--- src/rtl/bus_arbiter.sv ---
`default_nettype none
// ============================================================================
//  Module      : bus_arbiter
//  Description : Two-master round-robin arbiter for the 16-bit memory-mapped
//                bus. The owner is preempted after MAX_HOLD consecutive
//                accepted transfers while the other master waits.
//  Revision    : 1.0 - initial release
// ============================================================================
module bus_arbiter #(
  parameter int MAX_HOLD = 8
) (
  input  logic        Clock,
  input  logic        Reset,
  input  logic        Req0,
  input  logic [15:0] Addr0,
  input  logic [15:0] Wdata0,
  input  logic        W0,
  output logic        Gnt0,
  output logic        Rvalid0,
  input  logic        Req1,
  input  logic [15:0] Addr1,
  input  logic [15:0] Wdata1,
  input  logic        W1,
  output logic        Gnt1,
  output logic        Rvalid1,
  output logic [15:0] Rdata,
  output logic [15:0] ADDR,
  output logic [15:0] DOUT,
  output logic        W,
  input  logic [15:0] DIN
);

  // Counter is wide enough to hold MAX_HOLD itself; it saturates there.
  localparam int             c_cw   = $clog2(MAX_HOLD + 1);
  localparam logic [c_cw:0]  c_max  = (c_cw + 1)'(MAX_HOLD);

  localparam logic [1:0] c_idle = 2'd0;
  localparam logic [1:0] c_own0 = 2'd1;
  localparam logic [1:0] c_own1 = 2'd2;

  logic [1:0]      r_state;
  logic [1:0]      w_next;
  logic            r_last;
  logic [c_cw-1:0] r_count;
  logic [c_cw:0]   w_cnt_inc;
  logic            w_limit;
  logic            r_gnt0;
  logic            r_gnt1;
  logic            r_rvalid0;
  logic            r_rvalid1;
  logic            w_acc0;
  logic            w_acc1;

  assign w_acc0    = Req0 & r_gnt0;
  assign w_acc1    = Req1 & r_gnt1;
  // One extra bit so the comparison with MAX_HOLD cannot overflow.
  assign w_cnt_inc = {1'b0, r_count} + 1'b1;
  assign w_limit   = (w_cnt_inc >= c_max);

  assign Gnt0    = r_gnt0;
  assign Gnt1    = r_gnt1;
  assign Rvalid0 = r_rvalid0;
  assign Rvalid1 = r_rvalid1;
  assign Rdata   = DIN;

  // Next-owner decision: round-robin on ties, hand over on release or hold limit.
  always_comb begin
    w_next = r_state;
    case (r_state)
      c_idle: begin
        if (Req0 && Req1) w_next = r_last ? c_own0 : c_own1;
        else if (Req0)    w_next = c_own0;
        else if (Req1)    w_next = c_own1;
      end
      c_own0: begin
        if (!Req0)                w_next = Req1 ? c_own1 : c_idle;
        else if (Req1 && w_limit) w_next = c_own1;
      end
      c_own1: begin
        if (!Req1)                w_next = Req0 ? c_own0 : c_idle;
        else if (Req0 && w_limit) w_next = c_own0;
      end
      default: w_next = c_idle;
    endcase
  end

  // Ownership state, grant flops, round-robin pointer and hold counter.
  always_ff @(posedge Clock or posedge Reset) begin
    if (Reset) begin
      r_state <= c_idle;
      r_gnt0  <= 1'b0;
      r_gnt1  <= 1'b0;
      r_last  <= 1'b1;
      r_count <= '0;
    end else begin
      r_state <= w_next;
      r_gnt0  <= (w_next == c_own0);
      r_gnt1  <= (w_next == c_own1);
      if (w_next != r_state) begin
        r_count <= '0;
        if (w_next == c_own0) r_last <= 1'b0;
        if (w_next == c_own1) r_last <= 1'b1;
      end else if ((w_acc0 || w_acc1) && ({1'b0, r_count} != c_max)) begin
        r_count <= w_cnt_inc[c_cw-1:0];
      end
    end
  end

  // Read-valid follows an accepted read by one cycle (synchronous slaves).
  always_ff @(posedge Clock or posedge Reset) begin
    if (Reset) begin
      r_rvalid0 <= 1'b0;
      r_rvalid1 <= 1'b0;
    end else begin
      r_rvalid0 <= w_acc0 & ~W0;
      r_rvalid1 <= w_acc1 & ~W1;
    end
  end

  // Only an accepted transfer drives the bus; otherwise it is parked at zero.
  always_comb begin
    ADDR = 16'h0000;
    DOUT = 16'h0000;
    W    = 1'b0;
    if (w_acc0) begin
      ADDR = Addr0;
      DOUT = Wdata0;
      W    = W0;
    end else if (w_acc1) begin
      ADDR = Addr1;
      DOUT = Wdata1;
      W    = W1;
    end
  end

endmodule
`default_nettype wire

--- config.mk ---
export PLATFORM = sky130hd
export DESIGN_NAME = bus_arbiter
export DESIGN_NICKNAME = d
export VERILOG_FILES = /design/src/rtl/bus_arbiter.sv
export SDC_FILE = /design/constraint.sdc
export NUM_CORES = 1
export LEC_CHECK = 0
export BUFFER_PORTS_ARGS = -buffer_cell sky130_fd_sc_hd__buf_2
export CORE_UTILIZATION = 29
export DETAILED_ROUTE_END_ITERATION = 8
export PLACE_DENSITY = 0.77
export SLEW_MARGIN = 15
export SYNTH_ARGS = -nofsm -noshare
export SYNTH_HDL_FRONTEND = slang
export SYNTH_SLANG_ARGS = --single-unit
--- constraint.sdc ---
create_clock -name Clock -period 2.42 [get_ports Clock]
set_input_delay 0.605 -clock Clock [delete_from_list [all_inputs] [get_ports Clock]]
set_output_delay 0.605 -clock Clock [all_outputs]
set_load 0.02 [all_outputs]
==> load_flow_metrics.sql <==
INSERT INTO impl_metrics (metric_group, metric, value, unit) VALUES
('outcome', 'run_status', 'completed', ''),
('layout', 'layout_common_cells', 'sky130_fd_sc_hd__buf_2 (106), sky130_fd_sc_hd__a22o_1 (34), sky130_fd_sc_hd__nor2_1 (11)', ''),
('route', 'drt_pass1_iterations', '4', ''),
('cts', 'clk_pin_slew', '50', 'ps'),
('global_routing', 'grt_util_met1', '0.226', ''),
('pwr', 'pwr_density_cell', '534', 'nW/um2'),
('cts', 'clock_path_buffers', '2', ''),
('pwr', 'total_switching_power', '0.337', 'mW'),
('pwr', 'power.clock.fraction', '0.218', ''),
('timing', 'grt_setup_unrepaired', 'no', ''),
('logic_synthesis', 'post_synth_instance_area', '1080', 'um2'),
('die', 'coreArea', '3440', 'um2'),
('placed_design', 'gp_congestion', '0.781', ''),
('logic_synthesis', 'synth.yosys.warnings', '0', ''),
('global_routing', 'number_of_global_route_vias_before_repair', '1160', ''),
('route', 'route.detailed.vias_per_inst', '4.94', ''),
('placed_design', 'dp_cells', '251', ''),
('route', 'vias', '1260', ''),
('logic_synthesis', 'synthAdderAreaFrac', '0.0463', ''),
('logic_synthesis', 'synth_cell_type_count', '28', ''),
('logic_synthesis', 'synth_xor_area_frac', '0.0243', ''),
('timing', 'maxSlewHeadroom', '0.704', ''),
('timing', 'max_freq', '0.437', 'GHz'),
('setup_path', 'critical-path-top-delay-family', 'multiplexers', ''),
('timing', 'setup_viol', '0', ''),
('route', 'drt_first_iter_violations', '32', ''),
('die', 'die_x', '63.1', 'um'),
('global_routing', 'global_route_usage_sum', '0.180', ''),
('placed_design', 'dpl.hpwl', '3.04', 'mm'),
('cts', 'clock_latency', '240', 'ps'),
('die', 'floorplan.die.height', '63.1', 'um'),
('cts', 'cts_max_level', '1', ''),
('layout', 'multiInputGateArea', '639', 'um2'),
('pwr', 'seq_power_share', '0.279', ''),
('logic_synthesis', 'postSynthAreaPerCell', '9.01', 'um2'),
('pwr', 'sw_frac_of_total', '0.392', ''),
('logic_synthesis', 'asyncSetResetFlopFracSynth', '1.00', ''),
('logic_synthesis', 'synth.mux.area_fraction', '0.0463', ''),
('global_routing', 'grt_antenna_before_repair', '0', ''),
('global_routing', 'grt_first_pass_wirelength', '5.50', 'mm'),
('layout', 'final.fill_count', '342', ''),
('setup_path', 'reg2reg_slack', '130', 'ps'),
('setup_path', 'cp_cell_sequence', 'ha_1 -> nand2b_1 -> mux2_4 -> a311o_1 -> ha_1 -> nor3_2 -> mux2_4', ''),
('logic_synthesis', 'syn_nets', '210', ''),
('cts', 'cts_post_setup_buffers_inserted', '0', ''),
('die', 'start_util', '0.314', ''),
('hold_path', 'holdCritPathClass', 'in -> async', ''),
('logic_synthesis', 'synth_sequential_area_ratio', '0.256', ''),
('job', 'drv_cap', '0', ''),
('global_routing', 'grt_start_max_net_pins', '34', ''),
('layout', 'drive_gt1_frac', '0.579', ''),
('setup_path', 'beginning_of_the_worst_register_to_register_path', 'r_count[1]$_DFFE_PP0P_', ''),
('route', 'route.detailed.wl_per_inst', '14.5', 'um'),
('layout', 'antenna-diode-count', '0', ''),
('logic_synthesis', 'dominant_synthesized_flop_cell', 'sky130_fd_sc_hd__dfrtp_1', ''),
('setup_path', 'cp_data_arrival_time', '2460', 'ps'),
('setup_path', 'crit_slowest_cell', 'sky130_fd_sc_hd__dfrtp_1', ''),
('cts', 'post_cts_hold_buffer_count', '0', ''),
('logic_synthesis', 'synthesis.instances', '120', ''),
('global_routing', 'grt.met2_usage', '0.276', ''),
('timing', 'finalWorstPathRequiredPeriod', '2290', 'ps'),
('timing', 'max_slew.worst_pin.slew', '443', 'ps'),
('layout', 'num-nets-final', '300', ''),
('timing', 'timing.final.hold_violations', '0', ''),
('route', 'ant_nets', '0', ''),
('logic_synthesis', 'synth-edff-count', '0', ''),
('logic_synthesis', 'count_of_state_elements_after_synthesis', '11', ''),
('timing', 'min_period_over_period', '0.946', ''),
('timing', 'drv_slew', '0', ''),
('route', 'drc', '0', ''),
('layout', 'final-instance-count-excl-fill', '255', '');
-- synthesized netlist by cell type, drive strengths merged (2+ instances only) --
cell | count | share of area
a21oi | 3 | 0.014
a22o | 34 | 0.28
buf | 19 | 0.13
clkbuf | 5 | 0.017
dfrtp | 10 | 0.23
ha | 4 | 0.046
inv | 6 | 0.021
mux2 | 2 | 0.028
mux2i | 2 | 0.019
nand2 | 6 | 0.021
nand3 | 2 | 0.014
nor2 | 12 | 0.042
xnor2 | 3 | 0.024
-- through the flow --
stage          cell area, um2  setup slack [ps]  hold slack, ps  total power [mW]  utilization
2_1_floorplan            1080              73.6             457             0.550            -
4_1_cts                  1600              38.4             367             0.856        0.464
3_5_place_dp             1550              43.5             592             0.671        0.451
5_1_grt                  1610              21.7             397             0.907        0.467
3_3_place_gp             1550              96.6             579             0.667        0.451
6_report                 1610               130             355             0.858        0.467
-- logic make-up after synthesis --
family,Yosys count
adders and majority gates,4
DFF,11
muxes,4
AOI/OAI and AO/OA,42
buffers and inverters,30
xor gates and xnor gates,3
and+or+nand+nor,26
-- timing repair --
| item | in CTS | in global routing |
|---|---|---|
| endpoints found under the setup margin | 0 | 1 |
| endpoints found under the hold margin | 0 | 0 |
| gates resized for setup | 0 | 2 |
-- cell type report --
| cell class | count | area share |
|---|---|---|
| Clock buffer | 4 | 0.0280 |
| Inverter | 6 | 0.0140 |
| Multi-Input combinational cell | 79 | 0.398 |
| Sequential cell | 11 | 0.172 |
| Tap cell | 46 | 0.0358 |
| Timing Repair Buffer | 109 | 0.352 |
-- final timing paths --
kind | end | cells past startpoint
min in group Clock | Rvalid1$_DFF_PP0_ | 2
setup reg to reg | r_last$_DFFE_PP1P_ | 7
setup / recovery | r_last$_DFFE_PP1P_ | 7
max in group asynchronous | r_last$_DFFE_PP1P_ | 2
hold reg to reg | Rvalid0$_DFF_PP0_ | 2
hold / removal | Gnt0$_DFF_PP0_ | 2
-- registers in the layout (all words and copies together), names as in the netlist --
signal	flops
r_last	1
Gnt1	1
r_state	2
r_count	4
Rvalid0	1
Rvalid1	1
Gnt0	1
-- power by group through the flow --
stage	combinational, mW	clock [mW]	sequential (mW)
after floorplan	0.304	0	0.246
after detailed placement	0.429	0	0.242
final	0.432	0.188	0.239
after global routing	0.466	0.198	0.244
after global placement	0.425	0	0.242
after CTS	0.430	0.187	0.239
-- metal layers --
metal | share of wire | vias up | routed length, um
met5 | 0 | - | 0
met4 | 0.0068 | 0 | 25
met3 | 0.13 | 5 | 472
met2 | 0.44 | 74 | 1640
met1 | 0.42 | 570 | 1550
li1 | - | 611 | -
Power figures use the tool's default switching activity.
